==> src/rtl/md5_search_scheduler.sv <==
// Brute-force MD5 search scheduler: hands candidate ranges to N external
// hash pipes, compares returned digests and reports the first hit.
module md5_search_scheduler #(
  parameter int N_PIPES = 2,
  parameter int CAND_W  = 32,
  parameter int CNT_W   = 48
) (
  input  logic                      CLK,
  input  logic                      CPU_RESET,
  input  logic                      start,
  input  logic                      enable,
  input  logic [CAND_W-1:0]         range_start,
  input  logic [CAND_W-1:0]         range_end,
  input  logic [127:0]              target_digest,
  output logic [N_PIPES-1:0]        pipe_valid,
  output logic [N_PIPES*CAND_W-1:0] pipe_cand,
  input  logic [N_PIPES-1:0]        res_valid,
  input  logic [N_PIPES*CAND_W-1:0] res_cand,
  input  logic [N_PIPES*128-1:0]    res_digest,
  output logic                      status_idle,
  output logic                      status_warming,
  output logic                      status_running,
  output logic                      status_paused,
  output logic                      status_drain,
  output logic                      status_found,
  output logic                      status_done,
  output logic [CAND_W-1:0]         found_cand,
  output logic [CNT_W-1:0]          checked
);

  localparam int IF_W = $clog2(N_PIPES * 1024) + 1;
  localparam int NW   = CAND_W + 1;
  localparam int CW1  = CNT_W + 1;

  typedef enum logic [2:0] {
    S_IDLE, S_WARM, S_RUN, S_PAUSE, S_DRAIN, S_FOUND, S_DONE
  } state_t;

  state_t             state;
  logic [NW-1:0]      nxt;
  logic [CAND_W-1:0]  r_end;
  logic [127:0]       target;
  logic               got_res;
  logic [IF_W-1:0]    inflight;

  logic               active;
  logic               match;
  logic [CAND_W-1:0]  match_cand;
  logic [IF_W-1:0]    pv_cnt;
  logic [IF_W-1:0]    rv_cnt;
  logic [IF_W-1:0]    inflight_nx;
  logic [CW1-1:0]     chk_sum;
  logic               exhausted;
  logic               issuing;

  always_comb begin
    active = (state == S_WARM) || (state == S_RUN) ||
             (state == S_PAUSE) || (state == S_DRAIN);
    match      = 1'b0;
    match_cand = '0;
    pv_cnt     = '0;
    rv_cnt     = '0;
    // descending scan so the lowest matching pipe wins
    for (int i = N_PIPES - 1; i >= 0; i--) begin
      if (res_valid[i] && res_digest[i*128 +: 128] == target) begin
        match      = 1'b1;
        match_cand = res_cand[i*CAND_W +: CAND_W];
      end
    end
    for (int i = 0; i < N_PIPES; i++) begin
      pv_cnt = pv_cnt + IF_W'(pipe_valid[i]);
      rv_cnt = rv_cnt + IF_W'(res_valid[i]);
    end
    inflight_nx = inflight + pv_cnt - rv_cnt;
    chk_sum     = {1'b0, checked} + CW1'(rv_cnt);
    exhausted   = nxt > {1'b0, r_end};
    issuing     = ((state == S_WARM) || (state == S_RUN)) &&
                  enable && !match && !exhausted;
  end

  always_ff @(posedge CLK) begin
    if (CPU_RESET) begin
      state      <= S_IDLE;
      nxt        <= '0;
      r_end      <= '0;
      target     <= '0;
      got_res    <= 1'b0;
      inflight   <= '0;
      pipe_valid <= '0;
      pipe_cand  <= '0;
      found_cand <= '0;
      checked    <= '0;
    end else begin
      pipe_valid <= '0;
      if (issuing) begin
        for (int i = 0; i < N_PIPES; i++) begin
          pipe_cand[i*CAND_W +: CAND_W] <= nxt[CAND_W-1:0] + CAND_W'(i);
          pipe_valid[i] <= (nxt + NW'(i)) <= {1'b0, r_end};
        end
        nxt <= nxt + NW'(N_PIPES);
      end
      if (active) begin
        inflight <= inflight_nx;
        checked  <= chk_sum[CNT_W] ? '1 : chk_sum[CNT_W-1:0];
        if (|res_valid) got_res <= 1'b1;
      end
      unique case (state)
        S_IDLE, S_FOUND, S_DONE: begin
          if (start) begin
            nxt        <= {1'b0, range_start};
            r_end      <= range_end;
            target     <= target_digest;
            found_cand <= '0;
            checked    <= '0;
            inflight   <= '0;
            got_res    <= 1'b0;
            state      <= S_WARM;
          end
        end
        S_WARM, S_RUN: begin
          if (match) begin
            found_cand <= match_cand;
            state      <= S_FOUND;
          end else if (exhausted) begin
            state <= (inflight_nx == '0) ? S_DONE : S_DRAIN;
          end else if (!enable) begin
            state <= S_PAUSE;
          end else if (state == S_WARM && |res_valid) begin
            state <= S_RUN;
          end
        end
        S_PAUSE: begin
          if (match) begin
            found_cand <= match_cand;
            state      <= S_FOUND;
          end else if (enable) begin
            state <= (got_res || |res_valid) ? S_RUN : S_WARM;
          end
        end
        S_DRAIN: begin
          if (match) begin
            found_cand <= match_cand;
            state      <= S_FOUND;
          end else if (inflight_nx == '0) begin
            state <= S_DONE;
          end
        end
        default: state <= S_IDLE;
      endcase
    end
  end

  assign status_idle    = state == S_IDLE;
  assign status_warming = state == S_WARM;
  assign status_running = state == S_RUN;
  assign status_paused  = state == S_PAUSE;
  assign status_drain   = state == S_DRAIN;
  assign status_found   = state == S_FOUND;
  assign status_done    = state == S_DONE;

endmodule
==> config.mk <==
export PLATFORM = sky130hd
export DESIGN_NAME = md5_search_scheduler
export DESIGN_NICKNAME = d
export VERILOG_FILES = /design/src/rtl/md5_search_scheduler.sv
export SDC_FILE = /design/constraint.sdc
export NUM_CORES = 1
export LEC_CHECK = 0
export BUFFER_PORTS_ARGS = -buffer_cell sky130_fd_sc_hd__buf_4
export CAP_MARGIN = 20
export CORE_AREA = 2 2 261 263
export CTS_CLUSTER_SIZE = 14
export DETAILED_ROUTE_END_ITERATION = 7
export DIE_AREA = 0 0 263 265
export GPL_TIMING_DRIVEN = 0
export PLACE_DENSITY_LB_ADDON = 0.15
export RECOVER_POWER = 100
export SLEW_MARGIN = 10
export SYNTH_ARGS = -nofsm -noshare
export SYNTH_HDL_FRONTEND = slang
export SYNTH_SLANG_ARGS = --single-unit
==> constraint.sdc <==
create_clock -name CLK -period 5.77 [get_ports CLK]
set_input_delay 1.154 -clock CLK [delete_from_list [all_inputs] [get_ports CLK]]
set_output_delay 1.154 -clock CLK [all_outputs]
set_load 0.05 [all_outputs]
==> results of run 1 <==
-- sequential cells by signal, summed over array words and instances (netlist names), 3 cells and up --
register / cells
target: 128
pipe_cand: 64
checked: 48
nxt: 33
found_cand: 32
r_end: 32
inflight: 12
state: 3
-- worst min-delay path by stage --
stage | startpoint | endpoint | slack (ns) | depth (start not counted)
global route | r_end[31] | r_end[31] | 0.47 | 2
global placement | r_end[1] | r_end[1] | 0.44 | 2
floorplan | got_res | got_res | 0.43 | 2
CTS | r_end[31] | r_end[31] | 0.46 | 2
finish | r_end[19] | r_end[19] | 0.45 | 2
detailed placement | r_end[31] | r_end[31] | 0.45 | 2
-- power by group --
part           internal [W]  leakage (nW)  switching (W)  total [W]
Sequential          0.00293          2.89       0.000642    0.00357
Clock               0.00189         0.792        0.00121    0.00310
Combinational       0.00201          7.17        0.00433    0.00634
Total               0.00683          10.9        0.00619     0.0130
-- synthesized netlist by cell type (11+ instances only) --
master,n,area [sq um]
clkbuf_1,138,518.0
a21o_1,43,322.8
or4_1,11,82.58
o21ai_0,28,140.1
nand2_1,539,2023
buf_2,11,55.05
nor2b_1,46,287.8
nand3_1,144,720.7
a21oi_1,321,1607
and3_1,18,112.6
a2111oi_0,13,113.9
nand4_1,141,882.1
ha_1,82,1026
nor4_1,45,281.5
o2111ai_1,21,183.9
o22ai_1,23,143.9
a211oi_1,16,120.1
dfxtp_1,355,7107
nor3_1,71,355.3
inv_1,140,525.5
xnor2_1,149,1305
xor2_1,65,569.3
nor2_1,149,559.3
nand2b_1,139,869.6
-- per-stage QoR --
stage,area [sq um],hold WS (ns),setup WS (ns),std cells
2_1_floorplan,21410,0.4313,1.242,2879
3_3_place_gp,27520,0.4436,0.03668,4421
3_5_place_dp,27530,0.4482,0.1456,4422
4_1_cts,29140,0.4569,0.07095,4504
5_1_grt,28540,0.4691,0.05820,4520
6_report,28550,0.4526,0.2359,4523
-- layer usage --
metal  track usage  vias to the layer above  part of all wire
li1              -                    11480                 -
met1        0.4440                    11900              0.42
met2        0.5474                     1286              0.45
met3       0.05611                      255             0.082
met4        0.1385                        2             0.045
met5             0                        -           0.00011
-- kinds of logic after synthesis --
group	count (synthesis)
compound gates	558
xor+xnor	214
fa+ha+maj	85
buf+inv	300
flops	355
mux	11
simple gates	1356
-- layout make-up --
type | count | area (sq um)
inverter | 142 | 533.0
antenna | 18 | 45.04
timing repair buffer | 671 | 4449
clock buffer | 59 | 1249
multi-input combinational | 2224 | 13110
tap | 873 | 1092
clock inverter | 23 | 357.8
buffer | 158 | 603.1
sequential | 355 | 7107
fill | 7306 | 38250
-- worst register-to-register path, cell delays in order (launching register included) --
cell and delay, ns:
dfxtp_1 0.33, clkbuf_1 0.38, nand3_1 0.34, or2_2 0.38, clkbuf_1 0.20, nor3_2 0.73
nand2_1 0.21, nor3_1 0.31, xor2_1 0.25, ha_1 0.29, a21o_1 0.19, a21oi_1 0.14
nor2b_1 0.05, o21ai_0 0.14, nand2b_1 0.10, a211oi_1 0.52, a31oi_1 0.27, nor4_2 0.53
-- what timing repair did --
action                                 4_1_cts  5_1_grt
setup endpoints to repair                    0        1
endpoints found under the hold margin        0        0
resized for setup                            0        2
==> qor.yml, run 1 <==
die:
  dieArea_sq_mm: 0.06970
  fp.dieW_microns: 263
  core-area_sq_mm: 0.06680
  ioPinCount: 671
  num_rows: 95
  die_h_microns: 265
  initial_utilization: 0.3205
layout:
  nets: 4199
  utilization: 0.4274
  drive_gt1_frac: 0.1710
  final_cell_mix: "nand2_1 (539), buf_4 (514), dfxtp_1 (355)"
  synthToLayoutAreaGrowth_pct: 33.35
  layout_commonest_cell: "nand2_1"
logic_synthesis:
  synth-compound-area-share: 0.1617
  netlist_area_sq_mm: 0.02141
  synth_mux_area_frac: 0.005201
  syn_avg_cell_area_sq_um: 7.436
  synthXorXnorAreaFrac: 0.08755
  synth_adder_area_share: 0.05073
  synth_cell_types: 86
  ys.flop_type: "dfxtp_1"
  yosysSeqAreaShare: 0.3320
  synth-edff-count: 0
  synth-simple-area-share: 0.3087
  synth_top_family_by_area: "simple AND/OR/NAND/NOR gates"
  synth_warnings: 0
  synthCells: 2879
  syn_nets: 3482
  yosys_register_bits: 355
  async_reset_ff_frac: 0
clock_network:
  postCtsHoldBufs: 0
  clock_latency_ns: 0.60
  cts_root_buf: "clkbuf_16"
  cts.clk_slew.worst_paths_ns: 0.06
  post_cts_buffers: 0
  clock_path_buffers: 3
  cts_sinks: 355
  htreeDepth: 2
  cts_tree: "done"
  cts_buffers: 44
global_route:
  overflow: 0
  grt_pass1_vias: 23770
  antenna_found_initial: 19
  grt_pass1_wl_mm: 170.3
  grtUsageTotal: 0.3372
  grt_max_degree: 13
sta:
  rsz0062_at_grt: "false"
  clock_skew_ns: 0.03948
  setup_viol: 0
  slew_viol_final: 0
  report.final.hold_viol_count: 0
  worst_pin_slew_ns: 1.253
  fin_setup_tns_ns: 0
  period_needed_ns: 5.534
  fmax_ghz: 0.1807
  min_period_over_period: 0.9591
  relSlewSlack: 0.1431
route:
  drc: 0
  viasPerCell: 5.512
  drt-pass1-iter-count: 6
  drtIter0Drc: 2382
  antenna_left: 0
  wl_per_cell_microns: 27.06
  num_vias: 24930
  routed_wl_mm: 122.4
pwr:
  p_total_w: 0.01302
  worst_ir_drop_vdd_v: 0.0002370
  p_leak_nw: 10.85
  cellPowerDensity_mw_per_mm2: 455.9
critical_path:
  cp_num_buf_inv: 3
  cp_num_cells: 12
  reg2reg_to: "pipe_valid[1]"
  critPathKind: "in2reg"
  cp-start-kind: "input pin"
  crit_chain: "clkbuf_1 -> xor2_1 -> nor4_1 -> nand4_1 -> nor4_1 -> nand3_1 -> o22a_1 -> nand3_1 -> clkbuf_1 -> clkbuf_1 -> nor2_1 -> nor3_1"
  setup.worst_path.end: "pipe_cand[52]"
  path_delay_family: "simple AND/OR/NAND/NOR gates"
  ff2ff_path_depth: 17
  cp.arrival_ns: 6.05
  critPathLaunch: "res_digest[246]"
  r2r-start: "nxt[3]"
  ff2ff_setup_slack_ns: 0.24
  slowest_delay_ns: 0.84
  crit_top_cell: "clkbuf_1"
  end_kind: "flop"
  worst-path-max-fanout: 10
  cp_slowest_cell: "nor4_1"
  critPathRequiredTime_ns: 6.29
place:
  gp_congestion: 1.021
  io_buffers: 669
  place.detailed.hpwl_mm: 103.0
outcome:
  status: "completed"
run:
  max_cap_viol_count: 0
hold_path:
  hold_class: "reg2reg"
Note: power is estimated with default switching activity, not from simulation.
==> run 2: changes to the inputs <==
==> constraint.sdc (replaced) <==
create_clock -name CLK -period 6.79 [get_ports CLK]
set_input_delay 1.358 -clock CLK [delete_from_list [all_inputs] [get_ports CLK]]
set_output_delay 1.358 -clock CLK [all_outputs]
set_load 0.05 [all_outputs]
==> qor.yml, run 2 (synthesis gave the netlist of run 1 again) <==
layout:
  largest_reg_flops: 128
  regArea_sq_mm: 0.007107
  largest-register: "target"
  utilization: 0.4272
  fillers: 7308
  reg.largest.list: "target: 128 flops, pipe_cand: 64 flops, checked: 48 flops"
  nets: 4199
  layout_commonest_cell: "nand2_1"
  drive_gt1_frac: 0.1702
  synthToLayoutAreaGrowth_pct: 33.29
  final_cell_mix: "nand2_1 (539), buf_4 (514), dfxtp_1 (355)"
  multi_input_area_sq_mm: 0.01310
global_route:
  grtUsageTotal: 0.3372
  grt_pass1_wl_mm: 170.3
  overflow: 0
  grt_max_degree: 13
  antenna_found_initial: 19
  grt_pass1_vias: 23770
route:
  drtIter0Drc: 2459
  drt-pass1-iter-count: 7
  viasPerCell: 5.501
  antenna_left: 0
  num_vias: 24880
  drc: 0
  wl_per_cell_microns: 27.05
  routed_wl_mm: 122.4
clock_network:
  cts_resized: 0
  cts_sinks: 355
  cts_buffers: 44
  clock_path_buffers: 3
  cts_tree: "done"
  post_cts_buffers: 0
  cts.clk_slew.worst_paths_ns: 0.06
  htreeDepth: 2
  postCtsHoldBufs: 0
  clock_latency_ns: 0.60
  cts_root_buf: "clkbuf_16"
sta:
  worst_pin_slew_ns: 1.269
  relSlewSlack: 0.1320
  fin_setup_tns_ns: 0
  worst_slack_ns: 0.9157
  whs_ns: 0.4531
  clock_skew_ns: 0.03985
  slew_viol_final: 0
  min_period_over_period: 0.8651
  rsz0062_at_grt: "false"
  period_needed_ns: 5.874
  fmax_ghz: 0.1702
  report.final.hold_viol_count: 0
  setup_viol: 0
place:
  place.detailed.hpwl_mm: 103.0
  pre_cts_ws_ns: 1.064
  gp_congestion: 1.021
  io_buffers: 669
run:
  max_cap_viol_count: 0
die:
  core-area_sq_mm: 0.06680
  num_rows: 95
  fp.dieW_microns: 263
  initial_utilization: 0.3205
  die_h_microns: 265
  ioPinCount: 671
  dieArea_sq_mm: 0.06970
critical_path:
  cp-start-kind: "input pin"
  r2r-start: "nxt[1]"
  cp.arrival_ns: 6.39
  ff2ff_setup_slack_ns: 0.96
  end_kind: "flop"
  worst-path-max-fanout: 10
  critPathKind: "in2reg"
  critPathLaunch: "res_digest[136]"
  slowest_delay_ns: 0.82
  reg2reg_to: "pipe_valid[1]"
  cp_slowest_cell: "nor4_1"
  ff2ff_path_depth: 16
  crit_chain: "buf_4 -> xnor2_1 -> nand4_1 -> nor4_1 -> nand4_1 -> or4_1 -> o22a_1 -> nand3_1 -> clkbuf_1 -> clkbuf_1 -> nor2_1 -> nor3_1"
  critPathRequiredTime_ns: 7.31
pwr:
  p_leak_nw: 10.85
  worst_ir_drop_vdd_v: 0.0002013
  cellPowerDensity_mw_per_mm2: 387.4
hold_path:
  hold-path-cell-count: 2
  whs_endpoint: "r_end[19]"
  hold_class: "reg2reg"
  hp-start: "r_end[19]"
outcome:
  status: "completed"
-- run 2: cell types whose count changed in the layout (fill, tap and decap cells not counted) --
cell and change:
clkbuf_2 -1, nor4_2 -1, nor3_2 -1, nor4_1 +1, nor3_1 +1, clkbuf_1 +1
-- run 2: worst max path at each step --
stage                           endpoint  slack, ns  cells after the start
after global routing       pipe_valid[1]       0.72                     17
after CTS                  pipe_valid[1]       1.09                     17
after global placement    found_cand[29]       0.97                     10
after detailed placement         nxt[28]       1.06                     12
after floorplan                 state[1]       2.06                     15
final                      pipe_cand[62]       0.92                     12
-- run 2: routing by layer --
layer / vias up / share of wire / GRT usage
li1: 11490 / - / -
met4: 2 / 0.046 / 0.1385
met5: - / 0.00011 / 0
met1: 11920 / 0.42 / 0.4440
met2: 1215 / 0.45 / 0.5474
met3: 254 / 0.079 / 0.05611
-- run 2: stage by stage --
step / std cells / total power [W] / instance area, sq um
after CTS: 4504 / 0.01111 / 29140
after detailed placement: 4422 / 0.008441 / 27530
final: 4523 / 0.01106 / 28540
after global placement: 4421 / 0.008452 / 27520
after global routing: 4520 / 0.01163 / 28530
after floorplan: 2879 / 0.006281 / 21410
-- run 2: final cells by class --
type | instances | share of cell area
Tap cell | 873 | 0.03828
Clock inverter | 23 | 0.01254
Sequential cell | 355 | 0.2490
Inverter | 142 | 0.01868
Timing Repair Buffer | 671 | 0.1559
Clock buffer | 59 | 0.04376
Antenna cell | 18 | 0.001578
Buffer | 158 | 0.02109
Multi-Input combinational cell | 2224 | 0.4591
-- run 2: worst max-delay path: cells and delay by family --
family | cells | cell delay (ns)
compound gates | 1 | 0.35
buf+inv | 3 | 1.29
xor+xnor | 1 | 0.67
simple gates | 7 | 2.71
-- run 2: power by group --
group | leakage, nW | switching, W | internal, W
combinational | 7.17 | 0.00367 | 0.00171
sequential | 2.89 | 0.000549 | 0.00249
clock | 0.792 | 0.00103 | 0.00160
total | 10.9 | 0.00525 | 0.00580
==> run 3: changes to the inputs <==
--- a/config.mk
+++ b/config.mk
@@ -13,7 +13,7 @@
 export DIE_AREA = 0 0 263 265
 export GPL_TIMING_DRIVEN = 0
 export PLACE_DENSITY_LB_ADDON = 0.15
-export RECOVER_POWER = 100
+export RECOVER_POWER = 25
 export SLEW_MARGIN = 10
 export SYNTH_ARGS = -nofsm -noshare
 export SYNTH_HDL_FRONTEND = slang
==> qor.yml, run 3 (synthesis gave the netlist of run 1 again) <==
route:
  antenna_left: 0
  routed_wl_mm: 122.5
  num_vias: 24870
  drtIter0Drc: 2426
  viasPerCell: 5.500
  wl_per_cell_microns: 27.08
  drt-pass1-iter-count: 6
  drc: 0
clock_network:
  cts_resized: 0
  post_cts_buffers: 0
  clock_path_buffers: 3
  postCtsHoldBufs: 0
  cts_root_buf: "clkbuf_16"
  cts_sinks: 355
  clock_latency_ns: 0.60
  cts_buffers: 44
  cts_tree: "done"
  cts.clk_slew.worst_paths_ns: 0.06
  htreeDepth: 2
die:
  core-area_sq_mm: 0.06680
  initial_utilization: 0.3205
  dieArea_sq_mm: 0.06970
  num_rows: 95
  fp.dieW_microns: 263
  die_h_microns: 265
  ioPinCount: 671
sta:
  fmax_ghz: 0.1709
  rsz0062_at_grt: "false"
  clock_skew_ns: 0.03858
  worst_pin_slew_ns: 1.260
  setup_viol: 0
  relSlewSlack: 0.1383
  slew_viol_final: 0
  worst_slack_ns: 0.9379
  min_period_over_period: 0.8619
  report.final.hold_viol_count: 0
  period_needed_ns: 5.852
  fin_setup_tns_ns: 0
pwr:
  p_seq_frac: 0.273
  netSwitchingFraction: 0.4753
  p_sw_w: 0.005284
  cellPowerDensity_mw_per_mm2: 387.2
  worst_ir_drop_vdd_v: 0.0002004
  clkPwrFrac: 0.237
  internal_power_w: 0.005833
  combPwrFrac: 0.489
  p_leak_nw: 11.00
run:
  max_cap_viol_count: 0
layout:
  drive_gt1_frac: 0.1823
  synthToLayoutAreaGrowth_pct: 34.08
  fin_area_sq_mm: 0.02871
  largest-register: "target"
  reg.largest.list: "target: 128 flops, pipe_cand: 64 flops, checked: 48 flops"
  layout_commonest_cell: "buf_4"
  nets: 4199
  fillers: 7276
  largest_reg_flops: 128
  final_cell_mix: "buf_4 (545), nand2_1 (539), dfxtp_1 (355)"
critical_path:
  cp.arrival_ns: 6.26
  worst-path-max-fanout: 7
  critPathKind: "reg2reg"
  end_kind: "flop"
  critPathRequiredTime_ns: 7.20
  cp-start-kind: "flop"
global_route:
  grt_pass1_wl_mm: 170.3
  grtUsageTotal: 0.3372
  grt_max_degree: 13
  grt_pass1_vias: 23770
  overflow: 0
  antenna_found_initial: 19
hold_path:
  hold_class: "reg2reg"
outcome:
  status: "completed"
place:
  io_buffers: 669
  pre_cts_ws_ns: 1.064
  placed_area_sq_mm: 0.02753
  gp_congestion: 1.021
  place.detailed.hpwl_mm: 103.0
-- run 3: cell types whose count changed in the layout (fill, tap and decap cells not counted), sizes merged --
cell	change
buf	+38
clkbuf	-38
diode	-1
-- run 3: area by class of cell --
cell class,count,area [sq um],area share
Antenna cell,17,42.54,0.001482
Sequential cell,355,7107,0.2476
Clock buffer,59,1249,0.04350
Buffer,158,625.6,0.02179
Multi-Input combinational cell,2224,13140,0.4579
Tap cell,873,1092,0.03805
Timing Repair Buffer,671,4556,0.1587
Clock inverter,23,357.8,0.01247
Inverter,142,533.0,0.01857
-- run 3: worst max-delay path, stage by stage, from the launching register on --
cell     delay, ns
dfxtp_1       0.52
ha_1          0.44
nand3_1       0.21
nor3_1        0.67
nand2_1       0.35
nor2_1        0.42
nand3_1       0.22
nor2_1        0.23
xnor2_1       0.20
ha_1          0.30
a21o_1        0.16
a21o_1        0.17
a21o_1        0.17
a21oi_1       0.13
nor2b_1       0.06
o31ai_1       0.41
a31oi_1       0.22
nor4_1        0.76
-- run 3: worst paths after layout --
path,slack [ns],end,depth (start not counted),startpoint
setup reg to reg,0.94,pipe_valid[1],17,nxt[2]
hold / removal,0.45,r_end[19],2,r_end[19]
setup / recovery,0.94,pipe_valid[1],17,nxt[2]
hold reg to reg,0.45,r_end[19],2,r_end[19]
-- run 3: power groups by stage --
| stage | combinational [W] | sequential [W] | clock (W) |
|---|---|---|---|
| after floorplan | 0.00320 | 0.00308 | 0 |
| after global placement | 0.00541 | 0.00305 | 0 |
| after detailed placement | 0.00539 | 0.00305 | 0 |
| after CTS | 0.00542 | 0.00301 | 0.00267 |
| after global routing | 0.00587 | 0.00306 | 0.00274 |
| final | 0.00544 | 0.00304 | 0.00264 |
-- run 3: per-stage QoR --
stage | util | hold WS [ns] | total power [W] | cells
after floorplan | - | 0.4313 | 0.006281 | 2879
after global placement | 0.4120 | 0.4436 | 0.008452 | 4421
after detailed placement | 0.4121 | 0.4482 | 0.008441 | 4422
after CTS | 0.4361 | 0.4569 | 0.01111 | 4504
after global routing | 0.4297 | 0.4691 | 0.01168 | 4520
final | 0.4297 | 0.4524 | 0.01112 | 4522
-- run 3: layer usage --
metal	part of all wire	global-route usage
met1	0.43	0.4440
met5	0.00011	0
met4	0.045	0.1385
met3	0.076	0.05611
met2	0.45	0.5474
